==> src/rtl/ps2_pkg.sv <==
// Shared PS/2 decoder constants: scan codes and the receive-frame state type.
package ps2_pkg;

  localparam logic [7:0] SC_A   = 8'h1C;
  localparam logic [7:0] SC_D   = 8'h23;
  localparam logic [7:0] SC_W   = 8'h1D;
  localparam logic [7:0] SC_EXT = 8'hE0;
  localparam logic [7:0] SC_BRK = 8'hF0;

  typedef enum logic [1:0] {
    IDLE   = 2'd0,
    DATA   = 2'd1,
    PARITY = 2'd2,
    STOP   = 2'd3
  } frame_state_e;

endpackage

==> src/rtl/ps2_key_decoder_if.sv <==
// Output bundle of the PS/2 key decoder: held key flags, debug byte strobe, error strobe, FSM state.
interface ps2_key_decoder_if;
  import ps2_pkg::*;

  // scan_valid and frame_err are single-cycle strobes with no ready: the consumer
  // must sample them in the cycle they are high; scan_code holds between strobes.
  logic         key_a;
  logic         key_d;
  logic         key_w;
  logic [7:0]   scan_code;
  logic         scan_valid;
  logic         frame_err;
  frame_state_e frame_state;

  modport master (
    output key_a, key_d, key_w, scan_code, scan_valid, frame_err, frame_state
  );

  modport slave (
    input key_a, key_d, key_w, scan_code, scan_valid, frame_err, frame_state
  );

endinterface

==> src/rtl/ps2_key_decoder_rx_frame.sv <==
// PS/2 frame receiver: pin synchronizers, falling-edge detect, 11-bit frame FSM, timeout.
// Parity is enforced only when PS2_PARITY_CHECK_EN is defined.
module ps2_rx_frame
  import ps2_pkg::*;
#(
  parameter int TIMEOUT_CYCLES = 6500
) (
  input  logic         clk,
  input  logic         rst_n,
  input  logic         ps2_clk,
  input  logic         ps2_data,
  output logic         byte_ok,
  output logic [7:0]   rx_byte,
  output logic         err,
  output frame_state_e state
);

  localparam int TW = $clog2(TIMEOUT_CYCLES + 1);

  logic         clk_s1_q, clk_s2_q, clk_prev_q;
  logic         dat_s1_q, dat_s2_q;
  frame_state_e state_q, state_d;
  logic [2:0]   bit_cnt_q, bit_cnt_d;
  logic [7:0]   shreg_q, shreg_d;
  logic [TW-1:0] tmo_q, tmo_d;
  logic         fall;
  logic         par_ok;

`ifdef PS2_PARITY_CHECK_EN
  logic par_q, par_d;
  assign par_ok = ^{shreg_q, par_q};
`else
  assign par_ok = 1'b1;
`endif

  assign fall    = clk_prev_q & ~clk_s2_q;
  assign rx_byte = shreg_q;
  assign state   = state_q;

  // Synchronizers reset to the idle-high line level so reset release never fakes an edge.
  always_ff @(posedge clk or negedge rst_n) begin
    if (!rst_n) begin
      clk_s1_q   <= 1'b1;
      clk_s2_q   <= 1'b1;
      clk_prev_q <= 1'b1;
      dat_s1_q   <= 1'b1;
      dat_s2_q   <= 1'b1;
      state_q    <= IDLE;
      bit_cnt_q  <= 3'd0;
      shreg_q    <= 8'h00;
      tmo_q      <= '0;
`ifdef PS2_PARITY_CHECK_EN
      par_q      <= 1'b0;
`endif
    end else begin
      clk_s1_q   <= ps2_clk;
      clk_s2_q   <= clk_s1_q;
      clk_prev_q <= clk_s2_q;
      dat_s1_q   <= ps2_data;
      dat_s2_q   <= dat_s1_q;
      state_q    <= state_d;
      bit_cnt_q  <= bit_cnt_d;
      shreg_q    <= shreg_d;
      tmo_q      <= tmo_d;
`ifdef PS2_PARITY_CHECK_EN
      par_q      <= par_d;
`endif
    end
  end

  always_comb begin
    state_d   = state_q;
    bit_cnt_d = bit_cnt_q;
    shreg_d   = shreg_q;
    tmo_d     = '0;
    byte_ok   = 1'b0;
    err       = 1'b0;
`ifdef PS2_PARITY_CHECK_EN
    par_d     = par_q;
`endif

    if (state_q != IDLE) begin
      tmo_d = fall ? '0 : tmo_q + TW'(1);
    end

    case (state_q)
      IDLE: begin
        if (fall) begin
          if (!dat_s2_q) begin
            state_d   = DATA;
            bit_cnt_d = 3'd0;
          end else begin
            err = 1'b1;
          end
        end
      end
      DATA: begin
        if (fall) begin
          shreg_d   = {dat_s2_q, shreg_q[7:1]};
          bit_cnt_d = bit_cnt_q + 3'd1;
          if (bit_cnt_q == 3'd7) state_d = PARITY;
        end
      end
      PARITY: begin
        if (fall) begin
`ifdef PS2_PARITY_CHECK_EN
          par_d = dat_s2_q;
`endif
          state_d = STOP;
        end
      end
      STOP: begin
        if (fall) begin
          state_d = IDLE;
          if (dat_s2_q && par_ok) byte_ok = 1'b1;
          else                    err     = 1'b1;
        end
      end
      default: state_d = IDLE;
    endcase

    // A stalled frame is abandoned; a fall in the same cycle still wins.
    if (state_q != IDLE && !fall && tmo_q == TW'(TIMEOUT_CYCLES)) begin
      state_d = IDLE;
      tmo_d   = '0;
      err     = 1'b1;
      byte_ok = 1'b0;
    end
  end

endmodule

==> src/rtl/ps2_key_decoder.sv <==
// PS/2 keyboard decoder: turns make/break scan-code sequences into held A/D/W key flags.
// Define PS2_PARITY_CHECK_EN to reject frames with bad odd parity.
module ps2_key_decoder
  import ps2_pkg::*;
#(
  parameter int CLK_HZ         = 6_500_000,
  parameter int TIMEOUT_CYCLES = CLK_HZ / 1000
) (
  input  logic                 clk,
  input  logic                 rst_n,
  input  logic                 ps2_clk,
  input  logic                 ps2_data,
  ps2_key_decoder_if.master    key_if
);

  logic         rx_ok;
  logic         rx_err;
  logic [7:0]   rx_byte;
  frame_state_e rx_state;

  logic       key_a_q, key_a_d;
  logic       key_d_q, key_d_d;
  logic       key_w_q, key_w_d;
  logic [7:0] scan_code_q, scan_code_d;
  logic       scan_valid_q, scan_valid_d;
  logic       frame_err_q, frame_err_d;
  logic       ext_pend_q, ext_pend_d;
  logic       brk_pend_q, brk_pend_d;

  ps2_rx_frame #(
    .TIMEOUT_CYCLES(TIMEOUT_CYCLES)
  ) u_rx (
    .clk     (clk),
    .rst_n   (rst_n),
    .ps2_clk (ps2_clk),
    .ps2_data(ps2_data),
    .byte_ok (rx_ok),
    .rx_byte (rx_byte),
    .err     (rx_err),
    .state   (rx_state)
  );

  always_ff @(posedge clk or negedge rst_n) begin
    if (!rst_n) begin
      key_a_q      <= 1'b0;
      key_d_q      <= 1'b0;
      key_w_q      <= 1'b0;
      scan_code_q  <= 8'h00;
      scan_valid_q <= 1'b0;
      frame_err_q  <= 1'b0;
      ext_pend_q   <= 1'b0;
      brk_pend_q   <= 1'b0;
    end else begin
      key_a_q      <= key_a_d;
      key_d_q      <= key_d_d;
      key_w_q      <= key_w_d;
      scan_code_q  <= scan_code_d;
      scan_valid_q <= scan_valid_d;
      frame_err_q  <= frame_err_d;
      ext_pend_q   <= ext_pend_d;
      brk_pend_q   <= brk_pend_d;
    end
  end

  always_comb begin
    key_a_d      = key_a_q;
    key_d_d      = key_d_q;
    key_w_d      = key_w_q;
    scan_code_d  = scan_code_q;
    scan_valid_d = 1'b0;
    frame_err_d  = rx_err;
    ext_pend_d   = ext_pend_q;
    brk_pend_d   = brk_pend_q;

    if (rx_err) begin
      ext_pend_d = 1'b0;
      brk_pend_d = 1'b0;
    end else if (rx_ok) begin
      scan_code_d  = rx_byte;
      scan_valid_d = 1'b1;
      if (rx_byte == SC_EXT) begin
        ext_pend_d = 1'b1;
      end else if (rx_byte == SC_BRK) begin
        brk_pend_d = 1'b1;
      end else begin
        // Extended (E0-prefixed) codes never touch the movement keys.
        if (!ext_pend_q) begin
          if (rx_byte == SC_A) key_a_d = ~brk_pend_q;
          if (rx_byte == SC_D) key_d_d = ~brk_pend_q;
          if (rx_byte == SC_W) key_w_d = ~brk_pend_q;
        end
        ext_pend_d = 1'b0;
        brk_pend_d = 1'b0;
      end
    end
  end

  assign key_if.key_a       = key_a_q;
  assign key_if.key_d       = key_d_q;
  assign key_if.key_w       = key_w_q;
  assign key_if.scan_code   = scan_code_q;
  assign key_if.scan_valid  = scan_valid_q;
  assign key_if.frame_err   = frame_err_q;
  assign key_if.frame_state = rx_state;

endmodule
==> src/flat_wrapper.sv <==
// flat-port wrapper written by rule: the top's interface ports become plain ports
module ps2_key_decoder_flat import ps2_pkg::*;
#(
  parameter int CLK_HZ         = 6_500_000,
  parameter int TIMEOUT_CYCLES = CLK_HZ / 1000
)
  (clk, rst_n, ps2_clk, ps2_data, key_if_key_a, key_if_key_d, key_if_key_w, key_if_scan_code, key_if_scan_valid, key_if_frame_err, key_if_frame_state);
  ps2_key_decoder_if key_if_i ();
  input  logic clk;
  input  logic rst_n;
  input  logic ps2_clk;
  input  logic ps2_data;
  output wire logic [$bits(key_if_i.key_a)-1:0] key_if_key_a;
  output wire logic [$bits(key_if_i.key_d)-1:0] key_if_key_d;
  output wire logic [$bits(key_if_i.key_w)-1:0] key_if_key_w;
  output wire logic [$bits(key_if_i.scan_code)-1:0] key_if_scan_code;
  output wire logic [$bits(key_if_i.scan_valid)-1:0] key_if_scan_valid;
  output wire logic [$bits(key_if_i.frame_err)-1:0] key_if_frame_err;
  output wire logic [$bits(key_if_i.frame_state)-1:0] key_if_frame_state;
  assign key_if_key_a = key_if_i.key_a;
  assign key_if_key_d = key_if_i.key_d;
  assign key_if_key_w = key_if_i.key_w;
  assign key_if_scan_code = key_if_i.scan_code;
  assign key_if_scan_valid = key_if_i.scan_valid;
  assign key_if_frame_err = key_if_i.frame_err;
  assign key_if_frame_state = key_if_i.frame_state;
  ps2_key_decoder #(.CLK_HZ(CLK_HZ), .TIMEOUT_CYCLES(TIMEOUT_CYCLES)) u_core (.clk(clk), .rst_n(rst_n), .ps2_clk(ps2_clk), .ps2_data(ps2_data), .key_if(key_if_i));
endmodule
==> config.mk <==
export PLATFORM = sky130hd
export DESIGN_NAME = ps2_key_decoder_flat
export DESIGN_NICKNAME = d
export VERILOG_FILES = /design/src/rtl/ps2_pkg.sv /design/src/rtl/ps2_key_decoder_if.sv /design/src/rtl/ps2_key_decoder_rx_frame.sv /design/src/rtl/ps2_key_decoder.sv /design/src/flat_wrapper.sv
export SDC_FILE = /design/constraint.sdc
export NUM_CORES = 1
export LEC_CHECK = 0
export BUFFER_PORTS_ARGS = -buffer_cell sky130_fd_sc_hd__clkbuf_2
export CORE_MARGIN = 2
export CORE_UTILIZATION = 50
export CTS_CLUSTER_SIZE = 12
export DETAILED_ROUTE_END_ITERATION = 7
export MAX_ROUTING_LAYER = met4
export PLACE_DENSITY = 0.75
export SKIP_CTS_REPAIR_TIMING = 1
export SYNTH_ARGS = -nofsm -noshare
export SYNTH_HDL_FRONTEND = slang
export SYNTH_SLANG_ARGS = --single-unit
==> constraint.sdc <==
create_clock -name clk -period 1.5 [get_ports clk]
set_input_delay 0.15 -clock clk [delete_from_list [all_inputs] [get_ports clk]]
set_output_delay 0.15 -clock clk [all_outputs]
set_load 0.03 [all_outputs]
Yosys cells after proc, flatten, opt, wreduce, memory -nomap -nowiden. Cells that the tools add are included.

Bits in registers: 46. Bits of input ports: 4. Output and inout bits: 15. Logic and storage cells: 96.

$add $sub $neg: 2. Equality and inequality tests: 21. Muxes and demuxes: 33. Bitwise gates (word level): 7. Reductions and logical operators: 16.

Operators by type and width (number): $mux W13 (3); $reduce_and A6 Y1 (4); $ne A3 B3 Y1 const B (6); $mux W1 (17); $eq A8 B5 Y1 const B (2); $eq A8 B8 Y1 const B (2); $mux W2 (7); $add A13 B1 Y13 const B (1); $eq A13 B13 Y1 const B (1); $mux W3 (3); $eq A8 B6 Y1 const B (1); $pmux W2 S4 (1); $reduce_and A2 Y1 (4); $ne A2 B2 Y1 const B (3); $not A1 Y1 (6); $pmux W3 S2 (1); $reduce_bool A2 Y1 (3); $eq A2 B2 Y1 const B (2); $reduce_and A4 Y1 (1); $add A3 B1 Y3 const B (1); $eq A3 B3 Y1 const B (1); $ne A3 B1 Y1 const B (1); $eq A2 B1 Y1 const B (1); $logic_and A1 B1 Y1 (2); other kinds (5) (5).

Longest topological paths before layout.
Depth after elaboration: 8. Depth in mapped cells: 8. Depth with buffers taken out: 7.

By module. A second synthesis with hierarchy kept.

Cells, all modules: 179. Area, all modules: 2107.0 sq um.

By module, submodules not included: ps2_rx_frame (times used 1, cells an instance 130, area an instance 1481.4 sq um); ps2_key_decoder (times used 1, cells an instance 49, area an instance 625.6 sq um).

Worst setup path before layout. Ideal clock, no wire load.

Path type: reg-to-reg. Start point: reg u_core.u_rx.state_q[0] (netlist: u_core.u_rx.state[0]). End point: reg u_core.scan_code_q[0] (netlist: u_core.key_if.scan_code[0]). Setup time: 0.125 ns. Data arrival time: 1.738 ns. Slack: -0.363 ns. Stages on the path, launching flop included: 6. Buffers on the path: 1. Period minus slack after synthesis: 1.863 ns. Cells stage by stage: dfrtp_1 -> inv_1 -> ha_1 -> clkbuf_1 -> a21oi_2 -> mux2_2.

Word-level cells in the longest chain between the ends: 6.

RTL lines: start: declaration (RTL line ps2_key_decoder_rx_frame.sv:22) `frame_state_e state_q, state_d;`; start signal: assignment (RTL line ps2_key_decoder_rx_frame.sv:61) `state_q <= state_d;`; parallel branches: the longest is 5 deep, another holds $eq A2 B2 Y1; $reduce_and A2 Y1 (no line) (*); end signal: assignment (RTL line ps2_key_decoder.sv:57) `scan_code_q <= scan_code_d;`; end: declaration (RTL line ps2_key_decoder.sv:24) `logic [7:0] scan_code_q, scan_code_d;`.

Every way passes the cells marked *. A chain may end at the register's enable or synchronous reset.

Worst setup path after layout.
Start point: reg u_core.u_rx.state_q[0] (netlist: u_core.u_rx.state[0]). End point: reg u_core.scan_code_q[2] (netlist: u_core.key_if.scan_code[2]).

Same word-level chain as after synthesis.

==> impl_metrics.env <==
export IMPL_status="finished, violations left"
export IMPL_violations="setup timing"
export IMPL_r2r_slack_ps=-110
export IMPL_routed_wl_um=4910
export IMPL_synth_cell_type_count=37
export IMPL_vdd_ir_drop_max_mv=1.04
export IMPL_layout_area_seq_sq_um=1160
export IMPL_hpwlAfterDp_um=2930
export IMPL_dp_slack_ps=-84.2
export IMPL_drv_slew=0
export IMPL_finalHoldViolations=0
export IMPL_nets=247
export IMPL_clock_sinks=46
export IMPL_rsz0062_at_grt="yes"
export IMPL_cts_htree_levels=2
export IMPL_core_sq_um=4030
export IMPL_grt_pass1_vias=1508
export IMPL_n_antenna_cell=0
export IMPL_clkTransAtPathRegs_ps=90
export IMPL_die_width_um=69.1
export IMPL_fin_cells=286
export IMPL_synth_main_ff_cell="dfrtp_1"
export IMPL_syn_avg_cell_area_sq_um=11.9
export IMPL_cp_end_kind="flop"
export IMPL_synthCells=178
export IMPL_routedWlPerCell_um=17.2
export IMPL_intPower_mw=2.78
export IMPL_timing_fmax_mhz=621
export IMPL_design_area_sq_um=2900
export IMPL_combPwrFrac=0.461
export IMPL_fillers=270
export IMPL_cts_buffers_inserted=5
export IMPL_p_per_area_nw_per_um2=1570
export IMPL_core_rowCount=23
export IMPL_holdWs_ps=319
export IMPL_dpl_cell_count=266
export IMPL_ys_async_sr_fraction=1.00
export IMPL_worst_path_max_fanout=5
export IMPL_die_height_um=69.1
export IMPL_root_buffer="clkbuf_8"
export IMPL_clk_latency_ps=300
export IMPL_worst_r2r_path_depth=5
export IMPL_period_share=1.07
export IMPL_ant_nets=0
export IMPL_synth_edf_count=0
export IMPL_grt_max_degree=33
export IMPL_r2r_end="u_core.key_if.scan_code[2]$_DFFE_PN0P_"
export IMPL_mostFrequentLayoutCell="dfrtp_1"
export IMPL_antenna_found_initial=0
export IMPL_critical_path_class="flop to flop"
export IMPL_ys_ff_latch=46
export IMPL_cp_arrival_ps=1800
export IMPL_leakagePower_nw=1.36
export IMPL_crit_required_ps=1690
export IMPL_firstDrtPassIters=4
export IMPL_final_cell_mix="39 x dfrtp_1, 23 x buf_4, 18 x clkbuf_2"
export IMPL_syn_nets=190
export IMPL_cp_start_kind="flop"
export IMPL_gp_congestion=0.858
export IMPL_r2r_start="u_core.u_rx.state[0]$_DFFE_PN0P_"
export IMPL_dpl_cell_area_sq_um=2480
export IMPL_utilization=0.719
export IMPL_met3_usage=0.0468
export IMPL_avgViaCountPerCell=5.59
export IMPL_grt_use_met2=0.295
export IMPL_clk_path_buf_depth=2
export IMPL_p_sw_mw=1.75
export IMPL_yosysSeqAreaShare=0.547
export IMPL_port_buffers=18
export IMPL_hp_class="input port to asynchronous set/reset pin"
export IMPL_drtIter0Drc=88
export IMPL_final_min_clock_period_ps=1610
export IMPL_worst_slack_ps=-110
export IMPL_finClkSkew_ps=7.47
export IMPL_io_pins=19
export IMPL_grt_overflow=0
export IMPL_area_growth_pct=36.9
export IMPL_cts_tree="yes"
export IMPL_tightest_slew_ps=534
export IMPL_synthesis_area_sq_um=2120
export IMPL_track_usage=0.182
export IMPL_design_die_area_sq_um=4770
export IMPL_maxCapViolations=0
export IMPL_drive_above_1_share=0.513
export IMPL_met1_usage=0.223
export IMPL_busiest_layer="met2"
export IMPL_grt_pass1_wl_um=6790
export IMPL_start_util=0.525
export IMPL_vias=1598
export IMPL_multi_input_area_sq_um=1130
export IMPL_drc=0
export IMPL_switching_share=0.387
export IMPL_yosys_warnings=0
export IMPL_clock_power_share=0.171
export IMPL_relSlewSlack=0.639
export IMPL_setup_violations=25
export IMPL_pwr_share_seq=0.368
-- cells in the mapped netlist (all sizes together) (3+ instances only) --
master | n | area [sq um]
nand2b | 3 | 18.8
mux2 | 17 | 191
nand3 | 8 | 40.0
dfstp | 5 | 131
xnor2 | 6 | 52.6
nand4b | 3 | 41.3
nand4 | 4 | 25.0
a21oi | 3 | 22.5
o211ai | 3 | 22.5
nor2 | 22 | 82.6
inv | 13 | 48.8
dfrtp | 41 | 1030
nor3 | 4 | 20.0
nand2 | 4 | 15.0
mux2i | 4 | 40.0
o21ai | 3 | 15.0
ha | 8 | 100
xor2 | 5 | 43.8
and3 | 3 | 18.8
-- sequential cells by signal, indices dropped and copies added, names as in the netlist, 2 cells and up --
name                     cells
u_core.u_rx.bit_cnt_q        3
u_core.u_rx.state            2
u_core.key_if.scan_code      8
u_core.u_rx.rx_byte          8
u_core.u_rx.tmo_q           13
-- cell families after synthesis --
kind of cell	Yosys count	synth area share
muxes	21	0.109
DFF	46	0.547
buffers and inverters	15	0.0284
AOI/OAI and AO/OA	14	0.0520
adders and majority gates	8	0.0473
and+or+nand+nor	63	0.170
xor gates and xnor gates	11	0.0455
-- worst max-delay path by stage --
stage                                           from                                      to  slack, ps
detailed placement  u_core.u_rx.state[0]$_DFFE_PN0P_  u_core.key_if.scan_code[2]$_DFFE_PN0P_        -80
global placement    u_core.u_rx.state[0]$_DFFE_PN0P_  u_core.key_if.scan_code[3]$_DFFE_PN0P_        -30
floorplan           u_core.u_rx.state[0]$_DFFE_PN0P_         u_core.key_if.key_a$_DFFE_PN0P_       -110
finish              u_core.u_rx.state[0]$_DFFE_PN0P_  u_core.key_if.scan_code[2]$_DFFE_PN0P_       -110
CTS                 u_core.u_rx.state[0]$_DFFE_PN0P_         u_core.key_if.key_a$_DFFE_PN0P_       -100
global route          u_core.u_rx.tmo_q[0]$_DFF_PN0_         u_core.key_if.key_a$_DFFE_PN0P_       -180
-- routing by layer --
metal | part of all wire | vias to the layer above | wire [um]
li1 | - | 736 | -
met4 | 0.021 | 0 | 102
met2 | 0.52 | 42 | 2550
met5 | 0 | - | 0
met1 | 0.42 | 810 | 2080
met3 | 0.038 | 10 | 187
-- layout make-up --
type | instances | area share
clock buffer | 5 | 0.0238
timing repair buffer | 51 | 0.139
clock inverter | 3 | 0.00864
inverter | 13 | 0.0177
tap | 50 | 0.0216
sequential | 46 | 0.400
multi-input combinational | 118 | 0.389
-- power by group through the flow --
stage	logic, mW	clock network [mW]	registers (mW)
2_1_floorplan	0.768	0	1.81
3_3_place_gp	1.46	0	1.64
3_5_place_dp	1.52	0	1.66
4_1_cts	1.53	0.786	1.64
5_1_grt	2.22	0.849	1.70
6_report	2.09	0.776	1.67
-- critical path, stage by stage (launching register included) --
cell and delay, ps:
dfrtp_2 440, inv_2 80, ha_4 280, inv_2 70, a21oi_4 270, mux2_2 370
-- per-stage QoR --
step | TNS, ps | power (mW)
5_1_grt | -4080 | 4.77
2_1_floorplan | -1080 | 2.58
4_1_cts | -1130 | 3.95
6_report | -1830 | 4.53
3_3_place_gp | -206 | 3.10
3_5_place_dp | -815 | 3.19
Power figures use the tool's default switching activity.
